==> src/rtl/apb2axi_write_packer_if.sv <==
// ----------------------------------------------------------------------------
// apb2axi_write_packer_if
// Bundles the two streaming sides of the APB-to-AXI write packer:
//   wr_*        : APB write words entering the packer (valid/ready)
//   wdf_push_*  : packed AXI W beats leaving toward the write-data FIFO
// Modports:
//   slave  : the packer's view (consumes wr_*, produces wdf_push_*)
//   master : the surrounding logic's view (produces wr_*, consumes wdf_push_*)
// ----------------------------------------------------------------------------
interface apb2axi_write_packer_if #(
    parameter int TAG_W  = 4,
    parameter int DATA_W = 64,
    parameter int APB_W  = 32
) ();
    logic                  wr_valid;
    logic                  wr_ready;
    logic [TAG_W-1:0]      wr_tag;
    logic [APB_W-1:0]      wr_data;
    logic [APB_W/8-1:0]    wr_strb;
    logic                  wr_last;

    logic                  wdf_push_valid;
    logic                  wdf_push_ready;
    logic [TAG_W-1:0]      wdf_push_tag;
    logic [DATA_W-1:0]     wdf_push_data;
    logic [DATA_W/8-1:0]   wdf_push_strb;
    logic                  wdf_push_last;

    modport slave (
        input  wr_valid, wr_tag, wr_data, wr_strb, wr_last, wdf_push_ready,
        output wr_ready, wdf_push_valid, wdf_push_tag, wdf_push_data,
               wdf_push_strb, wdf_push_last
    );

    modport master (
        output wr_valid, wr_tag, wr_data, wr_strb, wr_last, wdf_push_ready,
        input  wr_ready, wdf_push_valid, wdf_push_tag, wdf_push_data,
               wdf_push_strb, wdf_push_last
    );
endinterface

==> src/rtl/apb2axi_write_packer.sv <==
// ----------------------------------------------------------------------------
// apb2axi_write_packer
// Collects APB write words per tag and packs them lane-by-lane into AXI W
// beats (data + byte strobes). Each tag owns its own accumulator, lane index
// and beat counter, so words of different tags may interleave freely.
// A beat completes when its last lane fills or wr_last is seen; it is then
// loaded into a single output register that feeds the write-data FIFO.
// Ports:
//   pclk, preset : clock, synchronous active-high reset
//   bus          : wr_* input stream and wdf_push_* output stream (slave side)
//   ovf_err      : 1-cycle pulse, beat limit reached without wr_last
//   ovf_tag      : tag of the most recent overflow
//   tag_busy     : bit t set while tag t holds a partial beat
// ----------------------------------------------------------------------------
module apb2axi_write_packer #(
    parameter int TAG_W     = 4,
    parameter int DATA_W    = 64,
    parameter int APB_W     = 32,
    parameter int MAX_BEATS = 16
) (
    input  logic                     pclk,
    input  logic                     preset,
    apb2axi_write_packer_if.slave    bus,
    output logic                     ovf_err,
    output logic [TAG_W-1:0]         ovf_tag,
    output logic [(2**TAG_W)-1:0]    tag_busy
);
    localparam int N_TAG  = 2**TAG_W;
    localparam int WORDS  = DATA_W / APB_W;
    localparam int SW     = APB_W / 8;
    localparam int DSW    = DATA_W / 8;
    localparam int IDX_W  = (WORDS > 1) ? $clog2(WORDS) : 1;
    localparam int BEAT_W = (MAX_BEATS > 1) ? $clog2(MAX_BEATS) : 1;

    localparam logic [IDX_W-1:0]  IDX_LAST  = IDX_W'(WORDS - 1);
    localparam logic [BEAT_W-1:0] BEAT_LAST = BEAT_W'(MAX_BEATS - 1);

    // Per-tag state. Kept in flops because reset must clear every entry.
    logic [DATA_W-1:0] acc_data_reg  [N_TAG];
    logic [DSW-1:0]    acc_strb_reg  [N_TAG];
    logic [IDX_W-1:0]  idx_reg       [N_TAG];
    logic [BEAT_W-1:0] beats_reg     [N_TAG];
    logic [N_TAG-1:0]  busy_reg;

    // Output beat register.
    logic              push_valid_reg;
    logic [TAG_W-1:0]  push_tag_reg;
    logic [DATA_W-1:0] push_data_reg;
    logic [DSW-1:0]    push_strb_reg;
    logic              push_last_reg;
    logic              ovf_err_reg;
    logic [TAG_W-1:0]  ovf_tag_reg;

    logic              wr_ready;
    logic              accept;
    logic [IDX_W-1:0]  cur_idx;
    logic [BEAT_W-1:0] cur_beats;
    logic [DATA_W-1:0] cur_data;
    logic [DSW-1:0]    cur_strb;
    logic [DATA_W-1:0] new_data;
    logic [DSW-1:0]    new_strb;
    logic              beat_done;
    logic              force_last;
    logic              beat_last;

    // The output register can take a new beat when empty or draining this
    // cycle, so a completing word and a push handshake may coincide.
    assign wr_ready = !push_valid_reg || bus.wdf_push_ready;
    assign accept   = bus.wr_valid && wr_ready;

    assign cur_idx   = idx_reg[bus.wr_tag];
    assign cur_beats = beats_reg[bus.wr_tag];
    assign cur_data  = acc_data_reg[bus.wr_tag];
    assign cur_strb  = acc_strb_reg[bus.wr_tag];

    // Lane merge: the addressed lane takes the incoming word; other lanes keep
    // the accumulator contents, which are zero for lanes not yet written.
    genvar gi;
    generate
        for (gi = 0; gi < WORDS; gi++) begin : g_lane
            logic lane_hit;
            assign lane_hit = (cur_idx == IDX_W'(gi));
            assign new_data[gi*APB_W +: APB_W] =
                lane_hit ? bus.wr_data : cur_data[gi*APB_W +: APB_W];
            assign new_strb[gi*SW +: SW] =
                lane_hit ? bus.wr_strb : cur_strb[gi*SW +: SW];
        end
    endgenerate

    assign beat_done  = (cur_idx == IDX_LAST) || bus.wr_last;
    assign force_last = (cur_beats == BEAT_LAST);
    assign beat_last  = bus.wr_last || force_last;

    always_ff @(posedge pclk) begin
        if (preset) begin
            for (int t = 0; t < N_TAG; t++) begin
                acc_data_reg[t] <= '0;
                acc_strb_reg[t] <= '0;
                idx_reg[t]      <= '0;
                beats_reg[t]    <= '0;
            end
            busy_reg       <= '0;
            push_valid_reg <= 1'b0;
            push_tag_reg   <= '0;
            push_data_reg  <= '0;
            push_strb_reg  <= '0;
            push_last_reg  <= 1'b0;
            ovf_err_reg    <= 1'b0;
            ovf_tag_reg    <= '0;
        end else begin
            ovf_err_reg <= 1'b0;

            if (push_valid_reg && bus.wdf_push_ready) begin
                push_valid_reg <= 1'b0;
            end

            if (accept) begin
                if (beat_done) begin
                    push_valid_reg <= 1'b1;
                    push_tag_reg   <= bus.wr_tag;
                    push_data_reg  <= new_data;
                    push_strb_reg  <= new_strb;
                    push_last_reg  <= beat_last;

                    acc_data_reg[bus.wr_tag] <= '0;
                    acc_strb_reg[bus.wr_tag] <= '0;
                    idx_reg[bus.wr_tag]      <= '0;
                    busy_reg[bus.wr_tag]     <= 1'b0;
                    // A last beat (real or forced) ends the transaction, so
                    // the next word of this tag starts counting from zero.
                    beats_reg[bus.wr_tag]    <= beat_last ? '0 : cur_beats + 1'b1;

                    if (force_last && !bus.wr_last) begin
                        ovf_err_reg <= 1'b1;
                        ovf_tag_reg <= bus.wr_tag;
                    end
                end else begin
                    acc_data_reg[bus.wr_tag] <= new_data;
                    acc_strb_reg[bus.wr_tag] <= new_strb;
                    idx_reg[bus.wr_tag]      <= cur_idx + 1'b1;
                    busy_reg[bus.wr_tag]     <= 1'b1;
                end
            end
        end
    end

    assign bus.wr_ready       = wr_ready;
    assign bus.wdf_push_valid = push_valid_reg;
    assign bus.wdf_push_tag   = push_tag_reg;
    assign bus.wdf_push_data  = push_data_reg;
    assign bus.wdf_push_strb  = push_strb_reg;
    assign bus.wdf_push_last  = push_last_reg;
    assign ovf_err            = ovf_err_reg;
    assign ovf_tag            = ovf_tag_reg;
    assign tag_busy           = busy_reg;
endmodule

==> src/flat_wrapper.sv <==
// flat-port wrapper written by rule: the top's interface ports become plain ports
module apb2axi_write_packer_flat 
#(
    parameter int TAG_W     = 4,
    parameter int DATA_W    = 64,
    parameter int APB_W     = 32,
    parameter int MAX_BEATS = 16
)
  (pclk, preset, ovf_err, ovf_tag, tag_busy, bus_wr_valid, bus_wr_tag, bus_wr_data, bus_wr_strb, bus_wr_last, bus_wdf_push_ready, bus_wr_ready, bus_wdf_push_valid, bus_wdf_push_tag, bus_wdf_push_data, bus_wdf_push_strb, bus_wdf_push_last);
  apb2axi_write_packer_if #(.TAG_W(TAG_W), .DATA_W(DATA_W), .APB_W(APB_W)) bus_i ();
  input  logic pclk;
  input  logic preset;
  output logic ovf_err;
  output logic [TAG_W-1:0] ovf_tag;
  output logic [(2**TAG_W)-1:0] tag_busy;
  input wire logic [$bits(bus_i.wr_valid)-1:0] bus_wr_valid;
  input wire logic [$bits(bus_i.wr_tag)-1:0] bus_wr_tag;
  input wire logic [$bits(bus_i.wr_data)-1:0] bus_wr_data;
  input wire logic [$bits(bus_i.wr_strb)-1:0] bus_wr_strb;
  input wire logic [$bits(bus_i.wr_last)-1:0] bus_wr_last;
  input wire logic [$bits(bus_i.wdf_push_ready)-1:0] bus_wdf_push_ready;
  output wire logic [$bits(bus_i.wr_ready)-1:0] bus_wr_ready;
  output wire logic [$bits(bus_i.wdf_push_valid)-1:0] bus_wdf_push_valid;
  output wire logic [$bits(bus_i.wdf_push_tag)-1:0] bus_wdf_push_tag;
  output wire logic [$bits(bus_i.wdf_push_data)-1:0] bus_wdf_push_data;
  output wire logic [$bits(bus_i.wdf_push_strb)-1:0] bus_wdf_push_strb;
  output wire logic [$bits(bus_i.wdf_push_last)-1:0] bus_wdf_push_last;
  assign bus_i.wr_valid = bus_wr_valid;
  assign bus_i.wr_tag = bus_wr_tag;
  assign bus_i.wr_data = bus_wr_data;
  assign bus_i.wr_strb = bus_wr_strb;
  assign bus_i.wr_last = bus_wr_last;
  assign bus_i.wdf_push_ready = bus_wdf_push_ready;
  assign bus_wr_ready = bus_i.wr_ready;
  assign bus_wdf_push_valid = bus_i.wdf_push_valid;
  assign bus_wdf_push_tag = bus_i.wdf_push_tag;
  assign bus_wdf_push_data = bus_i.wdf_push_data;
  assign bus_wdf_push_strb = bus_i.wdf_push_strb;
  assign bus_wdf_push_last = bus_i.wdf_push_last;
  apb2axi_write_packer #(.TAG_W(TAG_W), .DATA_W(DATA_W), .APB_W(APB_W), .MAX_BEATS(MAX_BEATS)) u_core (.pclk(pclk), .preset(preset), .bus(bus_i), .ovf_err(ovf_err), .ovf_tag(ovf_tag), .tag_busy(tag_busy));
endmodule
==> config.mk <==
export PLATFORM = sky130hd
export DESIGN_NAME = apb2axi_write_packer_flat
export DESIGN_NICKNAME = d
export VERILOG_FILES = /design/src/rtl/apb2axi_write_packer_if.sv /design/src/rtl/apb2axi_write_packer.sv /design/src/flat_wrapper.sv
export SDC_FILE = /design/constraint.sdc
export NUM_CORES = 2
export LEC_CHECK = 0
export BUFFER_PORTS_ARGS = -buffer_cell sky130_fd_sc_hd__buf_4
export CAP_MARGIN = 20
export CORE_MARGIN = 2
export CORE_UTILIZATION = 30
export CTS_BUF_LIST = sky130_fd_sc_hd__clkbuf_4 sky130_fd_sc_hd__clkbuf_8
export CTS_CLUSTER_DIAMETER = 50
export DETAILED_ROUTE_END_ITERATION = 16
export PLACE_DENSITY_LB_ADDON = 0.3
export SYNTH_ARGS = -nofsm -noshare
export SYNTH_HDL_FRONTEND = slang
export SYNTH_SLANG_ARGS = --single-unit
==> constraint.sdc <==
create_clock -name pclk -period 7.3 [get_ports pclk]
set_input_delay 0.365 -clock pclk [delete_from_list [all_inputs] [get_ports pclk]]
set_output_delay 0.365 -clock pclk [all_outputs]
set_load 0.01 [all_outputs]
**Yosys cells after proc, flatten, opt, wreduce, memory -nomap -nowiden**

Memories as Yosys holds them, arrays and structs flattened.
Index checks and enable logic that the tools add are counted.

- Input bits: 45
- RAM bits: 1,232
- Output and inout port bits: 100
- Latch bits: 0
- Register bits: 99
- ROM bits: 0
- Word-level logic and storage cells: 78
- Memories kept: 4

Memory list:

| memory | words | width | read ports | clocked after memory_dff | wr ports | line | text |
|---|---|---|---|---|---|---|---|
| u_core.acc_data_reg | 16 | 64 | 1 | 0 | 16 | apb2axi_write_packer.sv:39 | `logic [DATA_W-1:0] acc_data_reg [N_TAG];` |
| u_core.acc_strb_reg | 16 | 8 | 1 | 0 | 16 | apb2axi_write_packer.sv:40 | `logic [DSW-1:0] acc_strb_reg [N_TAG];` |
| u_core.beats_reg | 16 | 4 | 1 | 0 | 16 | apb2axi_write_packer.sv:42 | `logic [BEAT_W-1:0] beats_reg [N_TAG];` |
| u_core.idx_reg | 16 | 1 | 1 | 0 | 16 | apb2axi_write_packer.sv:41 | `logic [IDX_W-1:0] idx_reg [N_TAG];` |

- Div/mod/pow operators: 0
- $add $sub $neg: 2
- Bitwise operators: 8
- Shift-type cells: 0
- Mux-type cells: 37
- Equal/unequal tests: 1
- Magnitude comparators: 2
- Reductions and logical operators: 16
- Multipliers: 0

Operator list:

| cell | count |
|---|---|
| 2-to-1 mux 64 bit | 2 |
| 2-to-1 mux 32 bit | 2 |
| OR reduction 64 bit | 1 |
| 2-to-1 mux 4 bit | 8 |
| 2-to-1 mux 1 bit | 21 |
| AND 16 bit | 1 |
| 2-to-1 mux 16 bit | 1 |
| 2-to-1 mux 8 bit | 2 |
| NOT 16 bit | 1 |
| OR 16 bit | 1 |
| OR reduction 8 bit | 1 |
| < comparator 4 x 5 -> 1 bit, second input constant | 1 |
| adder 4 x 1 -> 4 bit, second input constant | 1 |
| demux 1 bit (select 4 bit) | 1 |
| equality test 4 bit, second input constant | 1 |
| greater-or-equal comparator 4 x 1 -> 1 bit, second input constant | 1 |
| logical AND 1 bit | 4 |
| OR reduction 4 bit | 1 |
| logical OR 1 bit | 3 |
| OR 1 bit | 3 |
| AND reduction 3 bit | 1 |
| OR reduction 3 bit | 1 |
| zero test 1 bit | 2 |
| NOT 1 bit | 2 |
| 3 further kinds | 3 |

**Depth between registers and ports, before layout**

- Depth after elaboration: 9
- Mapped depth: 13
- Mapped depth without buffers: 8

**Worst setup path after synthesis**

Ideal clock, no wire load.

- Path kind: input port to flip-flop
- From: input port bus_wr_tag[1]
- To: memory u_core.acc_data_reg[2][0] (enable)
- Data required time: 6,866 ps
- Data arrival time: 3,299 ps
- Setup time: 434 ps
- Setup slack: 3,567 ps
- Cell stages on the path: 7
- Cell sequence: buf_2 > clkbuf_1 > clkbuf_1 > nand2b_1 > nor3b_1 > nand2_1 > nand2_1

RTL lines:

| item | line | text |
|---|---|---|
| start, declared | flat_wrapper.sv:17 | `input wire logic [$bits(bus_i.wr_tag)-1:0] bus_wr_tag;` |
| end, declared | apb2axi_write_packer.sv:39 |  |

==> results.md <==
* Status: complete, no violations
* Critical Path RT at a little over 8000 ps
* Reg-to-reg setup timing slack at ~2500 ps
* Hold Crit Class: input port to flop
* # clock sinks at 1331
* CP Capture Type: flop
* Ports at between 100 and 150
* VDD IR max at 0.210 mV
* Vias in the first global route at 34.3k
* # rows at 159
* Worst path arrival time at around 5800 ps
* Synthesized instance count at 3700
* Clk_lat worst skew at 980 ps
* Cell with the most instances after synthesis: edfxtp_1
* Via density at slightly above 5
* Crit path max fanout at 43
* Top FF cell, synth: edfxtp_1
* Area post-placement at 60500 um^2
* Wire length of the first global-routing pass at 249000 um
* Die height at between 400 and 500 um
* CTS resizes at 0
* Reg-to-Reg End: u_core.acc_data_reg[10][7]
* Worst Max-Slew Pin Slew at 1100 ps
* Tcrit/Tclk final at 68.4%
* Pwr Total at ~17 mW
* Worst Path Class, Setup: input port to flop
* Synth warn at 0
* Top-area cell type share of the netlist area at about two thirds
* Final worst setup slack at 2310 ps
* Slew Limit Fails at 0
* Die width at between 400 and 500 um
* Initial core utilization at between 30 and 40%
* Largest cells by area after synthesis: edfxtp_1 (65%), mux4_2 (15%), nor2_1 (8.0%)
* Distinct cells, synth at 43
* Initial DRC count at 3395
* Die area at 193000 um^2
* Pleak at between 20 and 25 nW
* GR Overflow Total at 0
* Synth Area per Inst at approximately 15 um^2
* Hold Violations, Final at 0
* Sequential area share after synthesis at roughly two thirds
* PwrDens at 262 nW/um^2
* Detailed Route WL at ~170000 um
* Setup crit end: u_core.acc_data_reg[10][7]
* Post-synth top area cell: edfxtp_1
* Post-detail-place hpwl at a little over 90000 um
* Clk root buf: clkbuf_8
* Reg2Reg Depth at 6
* # H-tree levels at 4
* DP Worst Slack at ~2000 ps
* Final core occ at between 30% and 40%
* DRT Pass-1 Iters at 5
* GRT Total Usage at between 10% and 20%
* DRC at 0
* Number of nets in the layout at ~3.9k
* EDFF count, synth at between 1k and 1.5k
* Cts bufs inserted at roughly 210
* Initial antenna violation count at 3
* Wirelength per Cell at between 20 and 30 um
* Antenna Nets Post-Route at 0
* Syn_nets at roughly 3.7k
* Hold path cells at 3
* Worst Setup SP: bus_wr_tag[0]
* Commonest cells in the netlist: edfxtp_1 (1232), nor2_1 (1206), mux4_2 (381)
* Clock slew at reported path FFs at approximately 70 ps
* GPL Wtd Cong at ~0.74
* Post-route setup TNS at 0 ps
* Via Count at 33.1k
* Largest register FFs at 1024
* Filler instances at between 15k and 20k
* Worst R2R Start: u_core.idx_reg[10]
* CTS tree: yes
* Minimum clock period at roughly 5000 ps
* Largest net degree at the start of global routing at approximately 120
* Synth Cell Area at 56800 um^2
* Area grow syn2layout at 15.0%
* Setup Skew at a little over 60 ps
* Startpoint Class: input port
* Peak Freq at roughly 200 MHz
* RSZ-0062 raised after global routing: false
* Final number of setup-violating endpoints at 0
* Flops & latches, synth at 1331
* Synth async-reset ratio at 0%
* Maximum clock path buffer count at 3
* Layout cells sized above 1 at between 20% and 30%
* Final Instance Area at 65300 um^2
* Max-Cap Viols at 0
* Worst rel slew slack at 26.5%
* Core box area at 188000 um^2
* Port Buffers at approximately 140
## layer usage
layer	global-route usage, %	share of wire, %	up-vias
li1	-	-	14000
met1	22.3	40	17700
met2	31.5	52	1201
met3	2.48	5.5	250
met4	5.43	2.6	2
met5	0	0.0093	-
## layout by cell type, fill, tap and decap left out, types with 11 or more instances in the layout
| cell type | n |
|---|---|
| mux2i_4 | 38 |
| nand2_4 | 15 |
| nand2_1 | 57 |
| clkinv_1 | 22 |
| mux2i_1 | 23 |
| buf_4 | 223 |
| dlygate4sd3_1 | 46 |
| inv_1 | 32 |
| a21oi_1 | 77 |
| edfxtp_1 | 1232 |
| clkinv_2 | 28 |
| o21ai_0 | 87 |
| clkbuf_8 | 228 |
| dfxtp_1 | 99 |
| a311oi_1 | 11 |
| mux2i_2 | 17 |
| clkbuf_4 | 88 |
| mux4_2 | 380 |
| nor2_1 | 1206 |
## stage by stage
stage          hold slack, ps  std cells
2_1_floorplan             479       3700
3_3_place_gp              444       6086
3_5_place_dp              452       6086
4_1_cts                  30.0       6517
5_1_grt                  62.8       6521
6_report                 69.6       6523
## worst max-delay path, stage by stage
cell and delay, ps:
dlygate4sd3_1 560, buf_8 480, mux4_2 580, mux4_4 980, nor3_4 970, nand3_4 970, buf_4 570, nor2_1 130
## worst min-delay path by stage
stage,from,endpoint,slack (ps)
2_1_floorplan,u_core.ovf_tag[0],u_core.ovf_tag[0],480
3_3_place_gp,u_core.ovf_tag[1],u_core.ovf_tag[1],440
3_5_place_dp,u_core.bus.wdf_push_tag[1],u_core.bus.wdf_push_tag[1],450
4_1_cts,bus_wr_data[5],u_core.acc_data_reg[4][37],30
5_1_grt,bus_wr_data[6],u_core.acc_data_reg[3][38],60
6_report,bus_wr_data[6],u_core.acc_data_reg[1][38],70
## final cells by class
type                       instances  area, um^2  share of cell area (%)
sequential                      1331       39000                    59.7
multi-input combinational       1997       16400                    25.2
clock buffer                     315        3780                    5.80
tap                             2495        3120                    4.78
timing repair buffer             279        2290                    3.51
clock inverter                    70         559                   0.856
inverter                          33         126                   0.194
antenna                            3        7.51                  0.0115
## timing repair
action | 4_1_cts | 5_1_grt
setup buffers | 0 | 0
hold buffers | 46 | 0
endpoints found under the hold margin | 632 | 0
## logic make-up (layout without fill, tap and decap cells)
kind of cell | count (synthesis) | in the layout | share of synthesized area (%)
AND/OR/NAND/NOR | 1339 | 1339 | 9.13
flip-flops | 1331 | 1331 | 68.6
multiplexers | 459 | 459 | 17.3
buffers and inverters | 372 | 697 | 3.02
AO/OA/AOI/OAI | 198 | 198 | 1.92
adder cells (fa/ha/maj) | 1 | 1 | 0.0220
other | 0 | 3 | 0
## power breakdown
part           internal, mW  switching (mW)  leakage (nW)
clock                  3.52            3.09          2.34
combinational         0.595            1.15          7.25
sequential             8.64           0.102          13.6
total                  12.8            4.35          23.2
Power figures use the tool's default switching activity.
